<file path="config.mk">
export PLATFORM = sky130hd
export DESIGN_NAME = id_ex_ctrl
export DESIGN_NICKNAME = d
export VERILOG_FILES = /design/src/rtl/id_ex_ctrl_pkg.sv /design/src/rtl/id_decode.sv /design/src/rtl/id_ex_ctrl.sv
export SDC_FILE = /design/constraint.sdc
export NUM_CORES = 1
export LEC_CHECK = 0
export CAP_MARGIN = 30
export CELL_PAD_IN_SITES_DETAIL_PLACEMENT = 1
export CELL_PAD_IN_SITES_GLOBAL_PLACEMENT = 1
export CORE_AREA = 4 4 138 140
export CTS_BUF_LIST = sky130_fd_sc_hd__clkbuf_4 sky130_fd_sc_hd__clkbuf_8 sky130_fd_sc_hd__clkbuf_16
export DETAILED_ROUTE_END_ITERATION = 16
export DIE_AREA = 0 0 142 144
export PLACE_DENSITY = 0.8
export SETUP_SLACK_MARGIN = 0.5
export SLEW_MARGIN = 20
export SYNTH_ARGS = -nofsm -noshare
export SYNTH_HDL_FRONTEND = slang
export SYNTH_SLANG_ARGS = --single-unit
</file>
<file path="constraint.sdc">
create_clock -name clk -period 0.8 [get_ports clk]
set_input_delay 0.16 -clock clk [delete_from_list [all_inputs] [get_ports clk]]
set_output_delay 0.16 -clock clk [all_outputs]
set_load 0.01 [all_outputs]
</file>
<file path="src/rtl/id_ex_ctrl_pkg.sv">
// Shared decode vocabulary for the ID/EX stage and the ALU. This covers ALU op codes,
// MIPS opcode/funct constants, the operand-select enums and the control bundle.
package id_ex_ctrl_pkg;

   typedef enum logic [3:0] {
      ALU_ADD = 4'd0,
      ALU_SUB = 4'd1,
      ALU_SRL = 4'd2,
      ALU_OR  = 4'd3,
      ALU_AND = 4'd4,
      ALU_NOR = 4'd5,
      ALU_SLT = 4'd6,
      ALU_XOR = 4'd7,
      ALU_SLL = 4'd8,
      ALU_SRA = 4'd9
   } alu_op_e;

   localparam logic [5:0] OP_RTYPE = 6'h00;
   localparam logic [5:0] OP_BEQ   = 6'h04;
   localparam logic [5:0] OP_BNE   = 6'h05;
   localparam logic [5:0] OP_ADDI  = 6'h08;
   localparam logic [5:0] OP_ADDIU = 6'h09;
   localparam logic [5:0] OP_ANDI  = 6'h0C;
   localparam logic [5:0] OP_ORI   = 6'h0D;
   localparam logic [5:0] OP_XORI  = 6'h0E;
   localparam logic [5:0] OP_LW    = 6'h23;
   localparam logic [5:0] OP_SW    = 6'h2B;

   localparam logic [5:0] FN_SLL  = 6'h00;
   localparam logic [5:0] FN_SRL  = 6'h02;
   localparam logic [5:0] FN_SRA  = 6'h03;
   localparam logic [5:0] FN_SLLV = 6'h04;
   localparam logic [5:0] FN_SRLV = 6'h06;
   localparam logic [5:0] FN_SRAV = 6'h07;
   localparam logic [5:0] FN_JR   = 6'h08;
   localparam logic [5:0] FN_ADD  = 6'h20;
   localparam logic [5:0] FN_ADDU = 6'h21;
   localparam logic [5:0] FN_SUB  = 6'h22;
   localparam logic [5:0] FN_SUBU = 6'h23;
   localparam logic [5:0] FN_AND  = 6'h24;
   localparam logic [5:0] FN_OR   = 6'h25;
   localparam logic [5:0] FN_XOR  = 6'h26;
   localparam logic [5:0] FN_NOR  = 6'h27;
   localparam logic [5:0] FN_SLT  = 6'h2A;

   // B operand source; the immediate variants carry the extend mode
   typedef enum logic [1:0] {
      B_RT       = 2'd0,
      B_IMM_SEXT = 2'd1,
      B_IMM_ZEXT = 2'd2
   } b_sel_e;

   typedef enum logic [1:0] {
      DEST_NONE = 2'd0,
      DEST_RD   = 2'd1,
      DEST_RT   = 2'd2
   } dest_sel_e;

   typedef struct packed {
      logic reg_write;
      logic mem_read;
      logic mem_write;
      logic mem_to_reg;
      logic branch;
   } ctrl_t;

   typedef struct packed {
      alu_op_e   alu_op;
      logic      a_shamt;
      b_sel_e    b_sel;
      dest_sel_e dest_sel;
      ctrl_t     ctrl;
      logic      known;
      logic      bubble;
   } dec_t;

endpackage

</file>
<file path="src/rtl/id_decode.sv">
// Combinational MIPS decode: opcode/funct -> ALU op, operand selects, controls.
// Latency: none (pure combinational). Backpressure: none, the stall is handled by the caller.
module id_decode
   import id_ex_ctrl_pkg::*;
(
   input  logic [5:0] opcode,
   input  logic [5:0] funct,
   output dec_t       dec
);

   always_comb begin
      dec        = '0;
      dec.alu_op = ALU_ADD;
      dec.b_sel  = B_RT;
      dec.known  = 1'b1;
      case (opcode)
         OP_RTYPE: begin
            dec.dest_sel       = DEST_RD;
            dec.ctrl.reg_write = 1'b1;
            case (funct)
               FN_ADD, FN_ADDU: dec.alu_op = ALU_ADD;
               FN_SUB, FN_SUBU: dec.alu_op = ALU_SUB;
               FN_AND:          dec.alu_op = ALU_AND;
               FN_OR:           dec.alu_op = ALU_OR;
               FN_XOR:          dec.alu_op = ALU_XOR;
               FN_NOR:          dec.alu_op = ALU_NOR;
               FN_SLT:          dec.alu_op = ALU_SLT;
               FN_SLL:  begin dec.alu_op = ALU_SLL; dec.a_shamt = 1'b1; end
               FN_SRL:  begin dec.alu_op = ALU_SRL; dec.a_shamt = 1'b1; end
               FN_SRA:  begin dec.alu_op = ALU_SRA; dec.a_shamt = 1'b1; end
               FN_SLLV:         dec.alu_op = ALU_SLL;
               FN_SRLV:         dec.alu_op = ALU_SRL;
               FN_SRAV:         dec.alu_op = ALU_SRA;
               // jr already redirected fetch in ID; nothing left for EX to do
               FN_JR: begin
                  dec.bubble   = 1'b1;
                  dec.ctrl     = '0;
                  dec.dest_sel = DEST_NONE;
               end
               default: begin
                  dec.known    = 1'b0;
                  dec.ctrl     = '0;
                  dec.dest_sel = DEST_NONE;
               end
            endcase
         end
         OP_ADDI, OP_ADDIU: begin
            dec.b_sel          = B_IMM_SEXT;
            dec.dest_sel       = DEST_RT;
            dec.ctrl.reg_write = 1'b1;
         end
         OP_ANDI, OP_ORI, OP_XORI: begin
            dec.alu_op         = (opcode == OP_ANDI) ? ALU_AND :
                                 (opcode == OP_ORI)  ? ALU_OR  : ALU_XOR;
            dec.b_sel          = B_IMM_ZEXT;
            dec.dest_sel       = DEST_RT;
            dec.ctrl.reg_write = 1'b1;
         end
         OP_LW: begin
            dec.b_sel           = B_IMM_SEXT;
            dec.dest_sel        = DEST_RT;
            dec.ctrl.reg_write  = 1'b1;
            dec.ctrl.mem_read   = 1'b1;
            dec.ctrl.mem_to_reg = 1'b1;
         end
         OP_SW: begin
            dec.b_sel          = B_IMM_SEXT;
            dec.dest_sel       = DEST_RT;
            dec.ctrl.mem_write = 1'b1;
         end
         OP_BEQ, OP_BNE: begin
            dec.alu_op      = ALU_SUB;
            dec.ctrl.branch = 1'b1;
         end
         default: dec.known = 1'b0;
      endcase
   end

endmodule

</file>
<file path="src/rtl/id_ex_ctrl.sv">
// ID/EX register: decodes instr_D, then registers the operands and controls for the ALU. Latency is 1 cycle.
// Flush > stall > load. A stall holds all state. Optional illegal trap: ID_ILLEGAL_TRAP_EN.
module id_ex_ctrl
   import id_ex_ctrl_pkg::*;
#(
   parameter int DATA_W  = 32,
   parameter int RADDR_W = 5
) (
   input  logic               clk,
   input  logic               rst_n,
   input  logic [31:0]        instr_D,
   input  logic               valid_D,
   input  logic [DATA_W-1:0]  rs_data_D,
   input  logic [DATA_W-1:0]  rt_data_D,
   input  logic               stall,
   input  logic               flush,
   output logic [DATA_W-1:0]  reg_A_E,
   output logic [DATA_W-1:0]  reg_B_E,
   output logic [3:0]         alu_op_E,
   output logic [5:0]         opcode_E,
   output logic [DATA_W-1:0]  rt_data_E,
   output logic [RADDR_W-1:0] dest_reg_E,
   output logic               reg_write_E,
   output logic               mem_read_E,
   output logic               mem_write_E,
   output logic               mem_to_reg_E,
   output logic               branch_E,
   output logic               valid_E
`ifdef ID_ILLEGAL_TRAP_EN
   ,
   output logic               illegal_o,
   output logic [31:0]        illegal_instr_o
`endif
);

   dec_t dec;

   id_decode u_decode (
      .opcode (instr_D[31:26]),
      .funct  (instr_D[5:0]),
      .dec    (dec)
   );

   // rs arrives already read from the register file
   logic unused_rs_field;
   assign unused_rs_field = ^instr_D[25:21];

   logic [DATA_W-1:0]  a_dec, b_dec;
   logic [RADDR_W-1:0] dest_dec;
   logic               trap_unknown;

   logic [DATA_W-1:0]  a_d, a_q, b_d, b_q, rt_d, rt_q;
   logic [3:0]         alu_op_d, alu_op_q;
   logic [5:0]         opcode_d, opcode_q;
   logic [RADDR_W-1:0] dest_d, dest_q;
   ctrl_t              ctrl_d, ctrl_q;
   logic               valid_d, valid_q;

   always_comb begin
      a_dec = dec.a_shamt ? DATA_W'(instr_D[10:6]) : rs_data_D;
      case (dec.b_sel)
         B_IMM_SEXT: b_dec = DATA_W'($signed(instr_D[15:0]));
         B_IMM_ZEXT: b_dec = DATA_W'(instr_D[15:0]);
         default:    b_dec = rt_data_D;
      endcase
      case (dec.dest_sel)
         DEST_RD: dest_dec = RADDR_W'(instr_D[15:11]);
         DEST_RT: dest_dec = RADDR_W'(instr_D[20:16]);
         default: dest_dec = '0;
      endcase
   end

   always_comb begin
      a_d      = a_q;
      b_d      = b_q;
      rt_d     = rt_q;
      alu_op_d = alu_op_q;
      opcode_d = opcode_q;
      dest_d   = dest_q;
      ctrl_d   = ctrl_q;
      valid_d  = valid_q;
      if (flush || (!stall && (!valid_D || dec.bubble || trap_unknown))) begin
         a_d      = '0;
         b_d      = '0;
         rt_d     = '0;
         alu_op_d = ALU_ADD;
         opcode_d = '0;
         dest_d   = '0;
         ctrl_d   = '0;
         valid_d  = 1'b0;
      end else if (!stall) begin
         a_d              = a_dec;
         b_d              = b_dec;
         rt_d             = rt_data_D;
         alu_op_d         = dec.alu_op;
         opcode_d         = instr_D[31:26];
         dest_d           = dest_dec;
         ctrl_d           = dec.ctrl;
         // $0 is hardwired, so a write to it is dropped here rather than in WB
         ctrl_d.reg_write = dec.ctrl.reg_write && (dest_dec != '0);
         valid_d          = 1'b1;
      end
   end

   always_ff @(posedge clk or negedge rst_n) begin
      if (!rst_n) begin
         a_q      <= '0;
         b_q      <= '0;
         rt_q     <= '0;
         alu_op_q <= '0;
         opcode_q <= '0;
         dest_q   <= '0;
         ctrl_q   <= '0;
         valid_q  <= 1'b0;
      end else begin
         a_q      <= a_d;
         b_q      <= b_d;
         rt_q     <= rt_d;
         alu_op_q <= alu_op_d;
         opcode_q <= opcode_d;
         dest_q   <= dest_d;
         ctrl_q   <= ctrl_d;
         valid_q  <= valid_d;
      end
   end

`ifdef ID_ILLEGAL_TRAP_EN
   logic        illegal_d, illegal_q;
   logic [31:0] illegal_instr_d, illegal_instr_q;

   assign trap_unknown = valid_D && !dec.known;

   // Only the first encoding is captured; the flag is sticky until reset
   always_comb begin
      illegal_d       = illegal_q;
      illegal_instr_d = illegal_instr_q;
      if (!flush && !stall && trap_unknown && !illegal_q) begin
         illegal_d       = 1'b1;
         illegal_instr_d = instr_D;
      end
   end

   always_ff @(posedge clk or negedge rst_n) begin
      if (!rst_n) begin
         illegal_q       <= 1'b0;
         illegal_instr_q <= '0;
      end else begin
         illegal_q       <= illegal_d;
         illegal_instr_q <= illegal_instr_d;
      end
   end

   assign illegal_o       = illegal_q;
   assign illegal_instr_o = illegal_instr_q;
`else
   logic unused_known;
   assign unused_known = dec.known;
   assign trap_unknown = 1'b0;
`endif

   assign reg_A_E      = a_q;
   assign reg_B_E      = b_q;
   assign rt_data_E    = rt_q;
   assign alu_op_E     = alu_op_q;
   assign opcode_E     = opcode_q;
   assign dest_reg_E   = dest_q;
   assign reg_write_E  = ctrl_q.reg_write;
   assign mem_read_E   = ctrl_q.mem_read;
   assign mem_write_E  = ctrl_q.mem_write;
   assign mem_to_reg_E = ctrl_q.mem_to_reg;
   assign branch_E     = ctrl_q.branch;
   assign valid_E      = valid_q;

endmodule

</file>
After elaboration in Yosys (flattened, before gate mapping)
Cells that the tools add are included.
{ "totals": {"reg_bits": 117, "latch_bits": 0, "mem_bits_rw": 0, "romBits": 0, "input_bits": 101, "out_inout_bits": 117, "word_cells": 96, "n_memories": 0} }
{ "classes": {"add_sub_neg": 0, "mul": 0, "n_div": 0, "n_lt_le_gt_ge": 0, "eq_ne": 29, "shifts": 0, "n_mux": 35, "n_bitwise": 0, "n_reduce_logical": 20} }
{ "ops": {"columns": ["op", "n"], "rows": [
  ["32-bit two-way mux", 7],
  ["6-bit equality test, second input constant", 11],
  ["32-bit one-hot mux with 2 select lines", 1],
  ["6-bit by 4-bit equality test with 1-bit output, second input constant", 6],
  ["4-bit one-hot mux with 9 select lines", 1],
  ["6-bit by 3-bit equality test with 1-bit output, second input constant", 5],
  ["5-bit two-way mux", 4],
  ["6-bit two-way mux", 3],
  ["15-bit OR reduction", 1],
  ["6-bit by 2-bit equality test with 1-bit output, second input constant", 2],
  ["6-bit logical NOT", 2],
  ["4-bit two-way mux", 3],
  ["4-bit one-hot mux with 3 select lines", 1],
  ["1-bit one-hot mux with 2 select lines", 5],
  ["5-bit one-hot mux with 2 select lines", 1],
  ["2-bit OR reduction", 5],
  ["2-bit one-hot mux with 2 select lines", 2],
  ["7-bit OR reduction", 1],
  ["1-bit two-way mux", 6],
  ["3-bit OR reduction", 2],
  ["6-bit OR reduction", 1],
  ["5-bit nonzero test", 1],
  ["2-bit by 1-bit equality test with 1-bit output, second input constant", 2],
  ["2-bit equality test, second input constant", 2],
  ["other kinds (6)", 9]
]} }

Longest topological paths before layout
Gate-level depths: netlist of run 1.
{ "depth": {"depth_word": 10, "ltp_mapped": 11} }

Modules after synthesis
Synthesis of run 1 repeated with hierarchy kept, for this count alone.
{ "unflattened": {"hier_cells": 415, "area_unflattened_um2": 5016.1} }
{ "modules_own_cells": {"columns": ["module", "instances", "cells_each", "area_per_inst_um2"], "rows": [
  ["id_ex_ctrl", 1, 352, 4598.2],
  ["id_decode", 1, 63, 417.9]
]} }

Worst setup path after synthesis of run 1
OpenSTA, ideal clock, no wires.
{ "synth_path": {"path_type": "input -> register", "startpoint": "input port instr_D[27]", "endpoint": "register ctrl_q, in the netlist reg_write_E", "t_arrival_ps": 2384, "t_required_ps": 678, "path_slack_ps": -1705, "path_stages": 10, "path_cell_list": "buf_2 > or3_1 > buf_2 > nor2_1 > o21ai_0 > ha_1 > a22oi_1 > nor2_1 > or4_1 > a32o_1"} }
{ "synth_between": {"elab_chain_len": 9, "word_cells_on_any_way": 24, "classes_between": "10 x eq/ne; 6 x mux; 8 x reduce/logical"} }
{ "synth_rtl": {"columns": ["element", "line", "text"], "rows": [
  ["start: declaration", "id_ex_ctrl.sv:11", "input logic [31:0] instr_D,"],
  ["6-bit by 4-bit equality test with 1-bit output (tied with other cells)", null, null],
  ["7-bit OR reduction (no line)", null, null],
  ["2-bit one-hot mux with 2 select lines", "id_decode.sv:16", "case (opcode)"],
  ["2-bit equality test or 2-bit by 1-bit equality test with 1-bit output (tied branches)", "id_ex_ctrl.sv:66", "case (dec.dest_sel)"],
  ["5-bit one-hot mux with 2 select lines", "id_ex_ctrl.sv:66", null],
  ["5-bit nonzero test", "id_ex_ctrl.sv:100", "ctrl_d.reg_write = dec.ctrl.reg_write && (dest_dec != '0);"],
  ["1-bit logical AND", "id_ex_ctrl.sv:100", null],
  ["5-bit two-way mux", "id_ex_ctrl.sv:91", "end else if (!stall) begin"],
  ["5-bit two-way mux", "id_ex_ctrl.sv:82", "if (flush || (!stall && (!valid_D || dec.bubble || trap_unknown))) begin"],
  ["end signal: assignment", "id_ex_ctrl.sv:122", "ctrl_q <= ctrl_d;"],
  ["end: declaration", "id_ex_ctrl.sv:56", "ctrl_t ctrl_d, ctrl_q;"]
]} }
Parallel ways exist; a longest one is shown, timed or not. The select of a mux whose other input is x is not followed.
A chain may end at the register's enable or synchronous reset.

Final worst setup path of run 1
{ "layout_path": {"startpoint": "input port instr_D[31]", "endpoint": "register ctrl_q, in the netlist reg_write_E"} }
The elaborated chain is that of the path after synthesis.

==> reports/qor.yml, run 1 <==
drc: 0
yosysTopAreaCell: "dfrtp_1"
swShare: 0.2506
hold_class: "in2async"
relSlewSlack: 0.7415
io_pins: 218
cp.arrival_ns: 2.26
post-route-min-period_ns: 1.952
sequentialPowerShare: 0.378
hold-worst-slack_ns: -0.3723
max_cap_violations: 0
rsz0062_at_grt: "true"
yosys.area_share.simple: 0.1069
intPower_uw: 12330
syn_area_per_cell_um2: 11.02
num_rows: 49
totalWireLength_um: 22910
p_comb_frac: 0.164
ys_ff_latch: 116
areaGrowthSynthToFinish_pct: 96.04
htreeDepth: 4
startpoint: "instr_D[31]"
power.leakage_uw: 0.004855
cp_slowest_cell: "or4_4"
setup_violations: 232
cts_sinks: 116
wl_met3_um: 1565
violations: "negative hold slack, negative setup slack"
core_um2: 17840
yosysSeqAreaShare: 0.5893
path_class: "in2reg"
worstSkewPairLatency_ns: 0.41
dpl.hpwl_um: 14570
rrSetupSlack_ns: -0.29
total_power_uw: 16460
syn_nets: 553
run_status: "finished, violations left"
cts_root_buffer: "clkbuf_16"
r2r_cells: 4
start_util: 0.2761
maxSlewViolCount: 0
synth_top_family_by_area: "compound AO/OA/AOI/OAI gates"
crit_chain: "buf_4 -> inv_2 -> nand3_1 -> a211o_1 -> ha_4 -> ha_4 -> a22oi_2 -> nor2_2 -> or4_4 -> a32o_1"
r2r-start: "rt_data_E[27]$_DFFE_PN0P_"
period_share: 2.440
synth.cell_area_um2: 4926
die-area_um2: 20450
muxShareOfSynthArea: 0.01016
p_sw_uw: 4125
cts_inserted_buffers: 17
n_antenna_cell: 0
grt_max_degree: 60
cp_top_family: "compound AO/OA/AOI/OAI gates"
cts_tree: "built"
grt_first_pass_wirelength_um: 34440
drtAntennaViolNets: 0
skew_ns: 0
worst_setup_path_start_kind: "input pin"
critPathMaxStageDelay_ns: 0.53
p_clk_frac: 0.458
fmax_mhz: 512.2
routed.top_layer: "met4"
routedWlPerCell_um: 21.05
tightest_slew_ns: 0.3868
dp_slack_ns: -2.035
crit_path_end_kind: "flop"
fp.dieH_um: 144
synth_compound_area_frac: 0.2385
grtUsageTotal: 0.2180
synth_cells: 447
fillers: 1941
grt_pass1_vias: 6128
gp_congestion: 0.8461
cts_buffer_depth: 2
num_vias: 5414
power_per_cell_area_nw_per_um2: 1704
path_max_fanout: 6
synth_fa_ha_area_frac: 0.01270
yosysWarnings: 0
drtIter0Drc: 211
synth_top_area_frac: 0.5893
grt_overflow_total: 0
ys_types: 43
firstDrtPassIters: 6
synth_xor_area_frac: 0.003556
cp_num_buf_inv: 2
r2r-end: "rt_data_E[27]$_DFFE_PN0P_"
setup_ws_ns: -1.152
fin_tns_setup_ns: -129.45
peakVddDrop_mv: 1.491
wl_met2_um: 11790
via_per_inst: 4.976
nNetsFinal: 954
antenna_found_initial: 0
wl_met1_um: 9231
layout_commonest_cell: "buf_4"
hold_viol: 116
cts.clk_slew.worst_paths_ns: 0.06
final_cell_mix: "buf_4 (155), dfrtp_1 (116), buf_6 (82)"
portBuffers: 212
required_ns: 1.10
layout-drive-gt1-share: 0.4680
cpMostUsedCell: "ha_4"
die_x_um: 142
synth_area_leaders: "dfrtp_1 (59%), a22o_1 (12%), o21ai_0 (4.2%)"
## cell type report
class | count | area, um2 | area share
clock buffer | 21 | 467.9 | 0.04846
clock inverter | 9 | 106.4 | 0.01101
inverter | 10 | 37.54 | 0.003887
multi-input combinational | 291 | 2106 | 0.2181
sequential | 116 | 2903 | 0.3006
tap | 229 | 286.5 | 0.02967
timing repair buffer | 412 | 3750 | 0.3883
## cell usage after synthesis
cell type  number
ha_1            5
nor2b_1        20
nand2_1        51
dfrtp_1       116
or2_2           1
a21oi_1        21
clkbuf_1       25
a22oi_1         6
o32ai_1         1
buf_6           2
nand3_1         3
a211o_1         1
a21oi_2         1
o22ai_1         1
o21ai_0        41
nor2_1         25
inv_1          10
nor3_1          6
or4_4           1
buf_2           5
a2111oi_0       1
or3_1           1
or3b_2          1
xnor2_1         1
o41ai_4         1
nand2b_1        2
nor3b_2         1
clkbuf_2        1
o21ai_1         3
or4_1           1
a32oi_1         1
buf_4           1
o21a_1          1
and2_1          1
a31oi_1         1
xor2_1          1
mux2i_1         5
o211ai_1        2
o41a_1          1
o2bb2ai_1       1
a32o_1          5
a22o_1         70
o31ai_1         2
## logic make-up (layout without fill, tap and decap cells)
| family | Yosys count | in the layout |
|---|---|---|
| multiplexers | 5 | 5 |
| XOR/XNOR | 2 | 2 |
| adder cells (fa/ha/maj) | 5 | 5 |
| AO/OA/AOI/OAI | 161 | 165 |
| buffers and inverters | 44 | 452 |
| flip-flops | 116 | 116 |
| AND/OR/NAND/NOR | 114 | 114 |
## stage by stage
stage | std cells | util | cell area (um2) | hold WS, ns
after floorplan | 447 | - | 5115 | -0.1356
after global placement | 946 | 0.4491 | 8013 | 0.06053
after detailed placement | 946 | 0.4491 | 8013 | 0.06454
after CTS | 1048 | 0.5125 | 9144 | -0.3890
after global routing | 1088 | 0.5413 | 9657 | -0.3862
final | 1088 | 0.5413 | 9657 | -0.3723
## per-layer routing
layer | up-vias | global-route usage
met1 | 2752 | 0.2582
met5 | - | 0
met2 | 206 | 0.3856
met3 | 29 | 0.06779
li1 | 2427 | -
met4 | 0 | 0.05606
## repair_timing
action	4_1_cts	5_1_grt
gates resized for setup	617	53
pin swaps	27	19
setup endpoints to repair	233	233
endpoints found under the hold margin	116	116
buffers inserted	63	39
cloned	9	1
## flip-flops by register name (all words and copies together) (netlist names)
name	flops
reg_B_E	32
mem_write_E	1
reg_A_E	32
rt_data_E	32
reg_write_E	1
alu_op_E	4
dest_reg_E	5
branch_E	1
mem_read_E	1
valid_E	1
opcode_E	6
## power groups by stage
stage | logic (uW) | clock network [uW] | registers, uW
floorplan | 634 | 0 | 6380
global placement | 2180 | 0 | 6290
detailed placement | 2250 | 0 | 6300
CTS | 2490 | 7650 | 6200
global route | 2880 | 7940 | 6230
finish | 2700 | 7540 | 6220
## how the worst max path moves through the flow
stage	endpoint	slack (ns)	depth (start not counted)
after CTS	reg_write_E$_DFFE_PN0P_	-1.13	9
after global routing	reg_write_E$_DFFE_PN0P_	-1.18	9
after detailed placement	reg_write_E$_DFFE_PN0P_	-2.04	9
after floorplan	reg_write_E$_DFFE_PN0P_	-1.36	8
final	reg_write_E$_DFFE_PN0P_	-1.15	10
after global placement	reg_write_E$_DFFE_PN0P_	-1.95	9
(Power assumes the default switching activity.)
==> run 2: changes to the inputs <==
- CTS_CLUSTER_DIAMETER: not set -> 200
==> results of run 2 <==
Same layout as run 1: the final DEF is identical, and so are final timing and power.
